**src/rtl/rib_xbar_pkg.sv**
```systemverilog
// Shared definitions for the RIB crossbar: FSM encoding and slave-select width.
package rib_xbar_pkg;

  localparam int RIB_SEL_W = 4;

  typedef enum logic [1:0] {
    ST_IDLE   = 2'd0,
    ST_ACCESS = 2'd1,
    ST_RESP   = 2'd2
  } rib_state_e;

endpackage

```
**src/rtl/rib_xbar_rr_arbiter.sv**
```systemverilog
// Combinational winner select: fixed top-priority master, round-robin among
// the others starting after ptr. Produces a one-hot grant and its index.
module rib_rr_arbiter #(
  parameter int NUM_M  = 4,
  parameter int PRIO_M = 3,
  parameter int IDX_W  = 2
) (
  input  logic [NUM_M-1:0] req,
  input  logic [IDX_W-1:0] ptr,
  output logic [NUM_M-1:0] gnt,
  output logic [IDX_W-1:0] idx
);

  logic found;
  int   cand;

  // NOTE: always_comb uses blocking assignments and gives every output a
  // default first, so no path through the block can infer a latch.
  always_comb begin
    gnt   = '0;
    idx   = '0;
    found = 1'b0;
    cand  = 0;
    if (req[PRIO_M]) begin
      gnt[PRIO_M] = 1'b1;
      idx         = IDX_W'(PRIO_M);
    end else begin
      for (int k = 1; k <= NUM_M; k++) begin
        cand = (int'(ptr) + k) % NUM_M;
        if (!found && cand != PRIO_M && req[cand]) begin
          found     = 1'b1;
          gnt[cand] = 1'b1;
          idx       = IDX_W'(cand);
        end
      end
    end
  end

endmodule

```
**src/rtl/rib_xbar.sv**
```systemverilog
// Registered shared-bus crossbar: NUM_M masters to NUM_S synchronous-read
// slaves, one transaction in flight, decode-error response for unmapped selects.
module rib_xbar
  import rib_xbar_pkg::*;
#(
  parameter int               NUM_M     = 4,
  parameter int               NUM_S     = 6,
  parameter int               AW        = 32,
  parameter int               DW        = 32,
  parameter int               SEL_W     = RIB_SEL_W,
  parameter int               PRIO_M    = 3,
  parameter logic [NUM_M-1:0] HOLD_MASK = NUM_M'(4'b1101)
) (
  input  logic                clk,
  input  logic                rst,
  input  logic [NUM_M-1:0]    m_req_i,
  input  logic [NUM_M-1:0]    m_we_i,
  input  logic [NUM_M*AW-1:0] m_addr_i,
  input  logic [NUM_M*DW-1:0] m_data_i,
  output logic [NUM_M-1:0]    m_gnt_o,
  output logic [NUM_M-1:0]    m_rvalid_o,
  output logic [NUM_M-1:0]    m_err_o,
  output logic [NUM_M*DW-1:0] m_data_o,
  output logic [NUM_S-1:0]    s_req_o,
  output logic [NUM_S-1:0]    s_we_o,
  output logic [NUM_S*AW-1:0] s_addr_o,
  output logic [NUM_S*DW-1:0] s_data_o,
  input  logic [NUM_S*DW-1:0] s_data_i,
  output logic                hold_flag_o
);

  localparam int IDX_W = $clog2(NUM_M);

  rib_state_e       state;
  logic [IDX_W-1:0] rr_ptr;
  logic [IDX_W-1:0] win_idx;
  logic [NUM_M-1:0] arb_gnt;
  logic             arb_en;
  logic             any_req;

  logic [IDX_W-1:0] lat_idx;
  logic [AW-1:0]    lat_addr;
  logic [DW-1:0]    lat_data;
  logic             lat_we;
  logic [SEL_W-1:0] lat_sel;
  logic             err_flag;
  logic             sel_ok;

  logic [AW-1:0]    win_addr;
  logic [DW-1:0]    rd_data;

  rib_rr_arbiter #(
    .NUM_M  (NUM_M),
    .PRIO_M (PRIO_M),
    .IDX_W  (IDX_W)
  ) u_arb (
    .req (m_req_i),
    .ptr (rr_ptr),
    .gnt (arb_gnt),
    .idx (win_idx)
  );

  assign any_req  = |m_req_i;
  // A grant shown while rst is high would be lost at the reset edge.
  assign arb_en   = (state == ST_IDLE || state == ST_RESP) && !rst;
  assign m_gnt_o  = arb_en ? arb_gnt : '0;
  assign win_addr = m_addr_i[win_idx*AW +: AW];
  assign sel_ok   = int'(lat_sel) < NUM_S;

  assign hold_flag_o = (|(m_req_i & HOLD_MASK)) || (state == ST_ACCESS);

  // NOTE: state and latched payload use non-blocking assignments so every
  // register samples the pre-edge values of the others.
  always_ff @(posedge clk) begin
    if (rst) begin
      state    <= ST_IDLE;
      rr_ptr   <= IDX_W'(NUM_M - 1);
      lat_idx  <= '0;
      lat_addr <= '0;
      lat_data <= '0;
      lat_we   <= 1'b0;
      lat_sel  <= '0;
      err_flag <= 1'b0;
    end else begin
      if (arb_en && any_req) begin
        lat_idx  <= win_idx;
        lat_addr <= win_addr;
        lat_data <= m_data_i[win_idx*DW +: DW];
        lat_we   <= m_we_i[win_idx];
        lat_sel  <= win_addr[AW-1 -: SEL_W];
        if (int'(win_idx) != PRIO_M) rr_ptr <= win_idx;
      end
      unique case (state)
        ST_IDLE:   if (any_req) state <= ST_ACCESS;
        ST_ACCESS: begin
          state    <= ST_RESP;
          err_flag <= !sel_ok;
        end
        ST_RESP:   state <= any_req ? ST_ACCESS : ST_IDLE;
        default:   state <= ST_IDLE;
      endcase
    end
  end

  for (genvar s = 0; s < NUM_S; s++) begin : g_slave
    logic hit;
    assign hit                    = (state == ST_ACCESS) && sel_ok && (lat_sel == SEL_W'(s));
    assign s_req_o[s]             = hit;
    assign s_we_o[s]              = hit && lat_we;
    assign s_addr_o[s*AW +: AW]   = hit ? {{SEL_W{1'b0}}, lat_addr[AW-SEL_W-1:0]} : '0;
    assign s_data_o[s*DW +: DW]   = hit ? lat_data : '0;
  end

  always_comb begin
    rd_data = '0;
    for (int s = 0; s < NUM_S; s++) begin
      if (lat_sel == SEL_W'(s)) rd_data = s_data_i[s*DW +: DW];
    end
  end

  for (genvar m = 0; m < NUM_M; m++) begin : g_master
    logic resp;
    assign resp                 = (state == ST_RESP) && (lat_idx == IDX_W'(m));
    assign m_rvalid_o[m]        = resp;
    assign m_err_o[m]           = resp && err_flag;
    assign m_data_o[m*DW +: DW] = (resp && !lat_we && !err_flag) ? rd_data : '0;
  end

endmodule

```
**config.mk**
```make
export PLATFORM = sky130hd
export DESIGN_NAME = rib_xbar
export DESIGN_NICKNAME = d
export VERILOG_FILES = /design/src/rtl/rib_xbar_pkg.sv /design/src/rtl/rib_xbar_rr_arbiter.sv /design/src/rtl/rib_xbar.sv
export SDC_FILE = /design/constraint.sdc
export NUM_CORES = 1
export LEC_CHECK = 0
export ABC_AREA = 1
export BUFFER_PORTS_ARGS = -buffer_cell sky130_fd_sc_hd__buf_2
export CAP_MARGIN = 20
export CORE_AREA = 2 2 385 387
export DETAILED_ROUTE_END_ITERATION = 8
export DIE_AREA = 0 0 387 389
export MAX_ROUTING_LAYER = met4
export PLACE_DENSITY = 0.3
export SYNTH_ARGS = -nofsm -noshare
export SYNTH_HDL_FRONTEND = slang
export SYNTH_SLANG_ARGS = --single-unit
```
**constraint.sdc**
```tcl
create_clock -name clk -period 3.3 [get_ports clk]
set_clock_uncertainty 0.15 [all_clocks]
set_input_delay 0.66 -clock clk [delete_from_list [all_inputs] [get_ports clk]]
set_output_delay 0.66 -clock clk [all_outputs]
set_load 0.05 [all_outputs]
```
==> metrics.txt, run 1 <==
status=completed; Crit path top cell by count=buf_6; Synth Flop Type=dfxtp_1; Max FO, Critical Path=33; setup ws final=roughly 0.048 ns; Leak Pwr=~9.5 nW; HP Class=flip-flop to flip-flop; worst hold margin=0.314 ns; clock root buffer master=clkbuf_16; Crit path largest cell delay=0.34 ns; register area share after synthesis=0.157; crit share post-route=0.986; Syn Std Cell Area=a little over 9000 um^2; antenna viol nets, final=0; crit end category=output pin; Die H=389 um; initial antenna violation count=25; wl on met1=37100 um; Net Sw Frac=0.534; vias per cell=3.35; Synth area leader=nor2_1; slew of the pin with the lowest slew margin=0.837 ns; average size of a mapped cell=5.03 um^2; Fmax achieved=0.307 GHz; TritonCTS sink count=72; via count=approximately 16000; required time of the critical path=2.49 ns; final core occ=0.135; Seq pwr share=0.174; combinational share of power=0.633; htree depth=3; non-filler instance count after layout=4759; Setup CP Type=flip-flop to output pin; crit path buf inv count=7; arrival time worst endpoint=2.44 ns; pin count of the biggest net entering global routing=a little over 70; Clk pin slew, worst setup/hold paths=0.08 ns; pwr dens=305 nW/um^2; Total GRT Usage=0.125; fillers=approximately 17000; die width=387 um; Post-CTS Hold Buffers=0; DRT Pass-1 Iters=7; Setup WS pre-CTS=0.0720 ns; first-pass GRT wire length=approximately 130000 um; P_int=2.82 mW; metal3 WL=6060 um; ys async rst share=0; number of remaining DRC errors=0; Final Hold Fails=0; clock power share=0.193; Cell Chain, Critical Path=nor2_4 > nand2_2 > buf_6 > nor2_4 > buf_12 > inv_1 > nor2_2 > buf_6 > inv_6 > buf_12 > nor2_1 > buf_6; top-area cell type share of the netlist area=0.196; worst vdd ir=0.000195 V; synth top area cells=nor2_1, nand3_1, nand2_1; Rows=141; Worst-Skew Late Latency=approximately 0.42 ns; number of global-route vias before repair=between 15000 and 20000; final net count=around 3300; Synth Warn #=0; wire length after detailed routing=97900 um; Initial DRC Count=approximately 670; share of cells above drive strength 1=0.470; total CTS buffers=9; slew margin rel.=0.442; CTS tree=built; total congestion overflow=0; post-synth cell types=33; Core ar.=147000 um^2; reg2reg start=rr_ptr[0]$_SDFFE_PP1P_; met2 wire length=between 50000 and 60000 um; Max clock buf depth=2; post-synthesis register bit count=72; Post-DP HPWL=80700 um; RSZ-0062 raised after global routing=true; CP startpoint kind=flip-flop; Die Area=about 150000 um^2; Syn Inst Count=between 1500 and 2000; Net Sw Power=3.23 mW; synth-to-layout area growth=116%; Placer Congestion=a little under 0.9; Top Ports=995; max_cap viols=0; Worst Hold Launch=lat_data[26]$_SDFFE_PP0P_; sequential cell area=1450 um^2; Critical Path Start=lat_sel[2]$_SDFFE_PP0P_; Post-synth EDFFs=0; commonest non-fill, non-tap cells in the layout=buf_2, nand2_1, nor2_1, nand3_1, buf_4; Pins Over Slew Limit=0; family with the most delay on the worst path=buffers and inverters; uppermost layer routed=met4; placed insts=4699; Initial Utilization=0.0626; endpoints failing setup=0; number of I/O port buffers=970; Avg WL per Cell=20.6 um; minimum clock period=3.25 ns; area of the multi-input gates=7010 um^2; commonest non-fill, non-tap cell in the layout=buf_2; slowest CP cell=dfxtp_2
[layout make-up]
cell class | instances | share of cell area
repair buffers | 1126 | 0.399
multi-input cells | 1436 | 0.354
well taps | 1930 | 0.122
flip-flops and latches | 72 | 0.0733
inverters | 161 | 0.0324
clock buffers | 9 | 0.0114
clock inverters | 6 | 0.00348
repair inverters | 5 | 0.00190
diodes | 14 | 0.00177
[tightest hold or removal path, cell delays in order, from the launching register on]
cell     delay, ns
dfxtp_1       0.31
nand2_1       0.06
a21oi_1       0.05
[power groups by stage]
stage / clock, mW / combinational (mW) / sequential [mW]
2_1_floorplan: 0 / 1.84 / 1.03
3_3_place_gp: 0 / 3.69 / 1.08
3_5_place_dp: 0 / 3.67 / 1.08
4_1_cts: 1.28 / 3.78 / 1.06
5_1_grt: 1.29 / 4.18 / 1.07
6_report: 1.16 / 3.83 / 1.05
[Yosys cell counts (2+ instances only)]
| library cell | instances |
|---|---|
| buf_6 | 3 |
| nand3_1 | 335 |
| o22ai_1 | 3 |
| a21oi_1 | 99 |
| buf_1 | 5 |
| a22o_1 | 12 |
| nor2_1 | 480 |
| nand2_2 | 2 |
| nor3_1 | 5 |
| o21ai_0 | 5 |
| clkbuf_1 | 88 |
| dfxtp_1 | 72 |
| inv_1 | 152 |
| o221ai_1 | 2 |
| a21boi_0 | 17 |
| inv_2 | 3 |
| nand2_1 | 401 |
| nor2_4 | 2 |
| o21ai_1 | 2 |
| nand3_2 | 2 |
| clkinv_1 | 5 |
| buf_2 | 39 |
| nand4_1 | 32 |
| ha_1 | 8 |
| buf_4 | 45 |
[flip-flops by register name, indices dropped and copies added (netlist names)]
register and cells:
lat_data 32, lat_addr 28, lat_sel 4, lat_idx 2, rr_ptr 2, state 2
err_flag 1, lat_we 1
[final timing paths]
kind	depth (start not counted)	to	slack [ns]
setup reg to reg	15	lat_sel[1]$_SDFFE_PP0P_	0.37
hold reg to reg	2	lat_data[26]$_SDFFE_PP0P_	0.31
setup / recovery	12	s_addr_o[108]	0.05
hold / removal	2	lat_data[26]$_SDFFE_PP0P_	0.31
[per-stage QoR]
step	instance area (um^2)	setup TNS, ns	total power [mW]
after global placement	17400	-0.772	4.77
after global routing	19800	-2.39	6.55
after detailed placement	17400	0	4.75
after CTS	18300	-4.07	6.12
after floorplan	9270	0	2.87
final	19800	0	6.04
[cells by family (layout without fill, tap and decap cells)]
kind of cell	Yosys count	count (layout)	synth area share
other	1	38	0.000408
adders and majority gates	8	8	0.0109
DFF	72	72	0.157
buffers and inverters	342	1307	0.166
AOI/OAI and AO/OA	143	143	0.0906
and+or+nand+nor	1261	1261	0.575
[layer usage]
metal,global-route usage,vias to the layer above
met3,0.0279,91
li1,-,7712
met5,-,-
met4,0.0381,0
met2,0.231,705
met1,0.133,7413
[repair_timing]
| item | 4_1_cts | 5_1_grt |
|---|---|---|
| gates cloned | 2 | 7 |
| setup endpoints to repair | 347 | 352 |
| pin swaps | 8 | 12 |
| endpoints found under the hold margin | 0 | 0 |
| gates resized for setup | 179 | 472 |
| buffers inserted | 10 | 15 |
No activity file was read; power rests on OpenSTA's default activity.
==> inputs of run 2 (changes only) <==
clock period = 3.07 ns   (was 3.3 ns; I/O delays follow)
==> metrics.txt, run 2 (synthesis gave the netlist of run 1 again) <==
status=finished, violations left; failing checks=setup timing; slew of the pin with the lowest slew margin=1.05 ns (+0.212 ns); wire length after detailed routing=108000 um (+9.9%); antenna viol nets, final=0 (unchanged); first-pass GRT wire length=137000 um (+8.5%); number of global-route vias before repair=16200 (+2.4%); CTS tree=built; DRT Pass-1 Iters=5 (-2); Rows=141 (unchanged); Placer Congestion=0.877 (+1.3%); wl on met1=42600 um (+15%); Post-DP HPWL=86300 um (+6.9%); vias per cell=3.40 (+1.6%); pin count of the biggest net entering global routing=71 (unchanged); Leak Pwr=10.0 nW (+5.6%); Top Ports=995 (unchanged); endpoints failing setup=94 (+94); Pwr Total=7.02 mW (+16%); commonest non-fill, non-tap cells in the layout=buf_2, nand2_1, nand3_1, nor2_1, buf_4; Initial Utilization=0.0626 (unchanged); slowest CP cell=dfxtp_4; die width=387 um (unchanged); Fmax achieved=0.318 GHz; crit end category=output pin; clock root buffer master=clkbuf_16; commonest non-fill, non-tap cell in the layout=buf_2; Max FO, Critical Path=41 (+24%); via count=16300 (+2.3%); setup ws final=-0.0714 ns (-0.119 ns); max_cap viols=0 (unchanged); crit path buf inv count=7 (unchanged); Die Area=151000 um^2 (unchanged); worst vdd ir=0.000269 V (+38%); max reg flops=32 (unchanged); arrival time worst endpoint=2.38 ns (-0.06 ns); TritonCTS sink count=72 (unchanged); Clk pin slew, worst setup/hold paths=0.08 ns (about the same); CP startpoint kind=flip-flop; Final Hold Fails=0 (unchanged); uppermost layer routed=met4; Largest regs=lat_data (32), lat_addr (28), lat_sel (4); crit share post-route=1.02; metal3 WL=4790 um (-21%); synth-to-layout area growth=137%; Crit path top cell by count=buf_4; Die H=389 um (unchanged); RSZ-0062 raised after global routing=true; Setup CP Type=flip-flop to output pin; total congestion overflow=0 (unchanged); minimum clock period=3.14 ns; pwr dens=323 nW/um^2 (+5.8%); required time of the critical path=2.31 ns (-0.18 ns); family with the most delay on the worst path=buffers and inverters; htree depth=3 (unchanged); number of I/O port buffers=970 (unchanged); Initial DRC Count=765 (+15%); register name with the most flops=lat_data; Avg WL per Cell=22.5 um (+9.2%); total CTS buffers=9 (unchanged); Total GRT Usage=0.137 (+0.0113); Crit path largest cell delay=0.36 ns (+0.02 ns); Core ar.=147000 um^2 (unchanged); Cell Chain, Critical Path=nor2_4 > buf_4 > nand2_4 > buf_4 > buf_4 > nor2_2 > buf_6 > inv_4 > buf_12 > nor2_1 > buf_6; Max clock buf depth=2 (unchanged); Post-Route Setup TNS=-2.14 ns (-2.14 ns); initial antenna violation count=37 (+48%); HP Class=flip-flop to flip-flop; Pins Over Slew Limit=0 (unchanged); worst hold margin=0.315 ns (+0.00155 ns); final net count=3310 (+1.0%); share of cells above drive strength 1=0.514 (+0.0442); met2 wire length=58400 um (+12%); Worst-Skew Late Latency=0.43 ns (about the same); number of remaining DRC errors=0 (unchanged); slew margin rel.=0.300 (-0.142); final core occ=0.148 (+0.0132)
-- run 2: final cells by class --
type | instances | area (um^2)
fill | 17300 | 125000
timing repair buffer | 1162 | 9330
multi-input combinational | 1436 | 7440
tap | 1930 | 2410
sequential | 72 | 1460
inverter | 161 | 673
clock buffer | 9 | 225
clock inverter | 7 | 143
antenna | 12 | 30.0
timing repair inverter | 2 | 15.0
-- run 2: worst paths after layout --
path | start | depth (start not counted) | to | slack (ns)
max | lat_sel[3]$_SDFFE_PP0P_ | 11 | s_data_o[41] | -0.07
min | lat_data[28]$_SDFFE_PP0P_ | 2 | lat_data[28]$_SDFFE_PP0P_ | 0.32
max reg2reg | rr_ptr[0]$_SDFFE_PP1P_ | 17 | lat_we$_SDFFE_PP0P_ | 0.20
min reg2reg | lat_data[28]$_SDFFE_PP0P_ | 2 | lat_data[28]$_SDFFE_PP0P_ | 0.32
-- run 2: report_power, final --
part / total, mW / internal (mW) / switching, mW
Clock: 1.49 / 0.879 / 0.615
Sequential: 1.14 / 1.04 / 0.0982
Combinational: 4.39 / 1.55 / 2.83
Total: 7.02 / 3.48 / 3.55
-- run 2: tightest hold or removal path: cells and delay by family, from the launching register on --
kind / cells / cell delay (ns)
DFF: 1 / 0.31
AOI/OAI and AO/OA: 1 / 0.05
and+or+nand+nor: 1 / 0.06
-- run 2: layer usage --
metal,vias to the layer above,track usage
li1,7787,-
met1,7822,0.151
met2,604,0.254
met3,79,0.0265
met4,0,0.0270
met5,-,-
-- run 2: metrics by stage --
step | instances | setup WS (ns) | cell area (um^2)
finish | 4791 | -0.0714 | 21700
global route | 4788 | -0.210 | 21700
CTS | 4755 | -0.186 | 19900
detailed placement | 4718 | -0.00973 | 17700
global placement | 4718 | -0.0309 | 17700
floorplan | 1850 | 0.0579 | 9280
-- run 2: what timing repair did --
item,in CTS,in global routing
hold buffers,0,0
gates resized for setup,581,466
cloned,4,10
endpoints found under the setup margin,465,392
buffers inserted,17,21
pin swaps,14,40
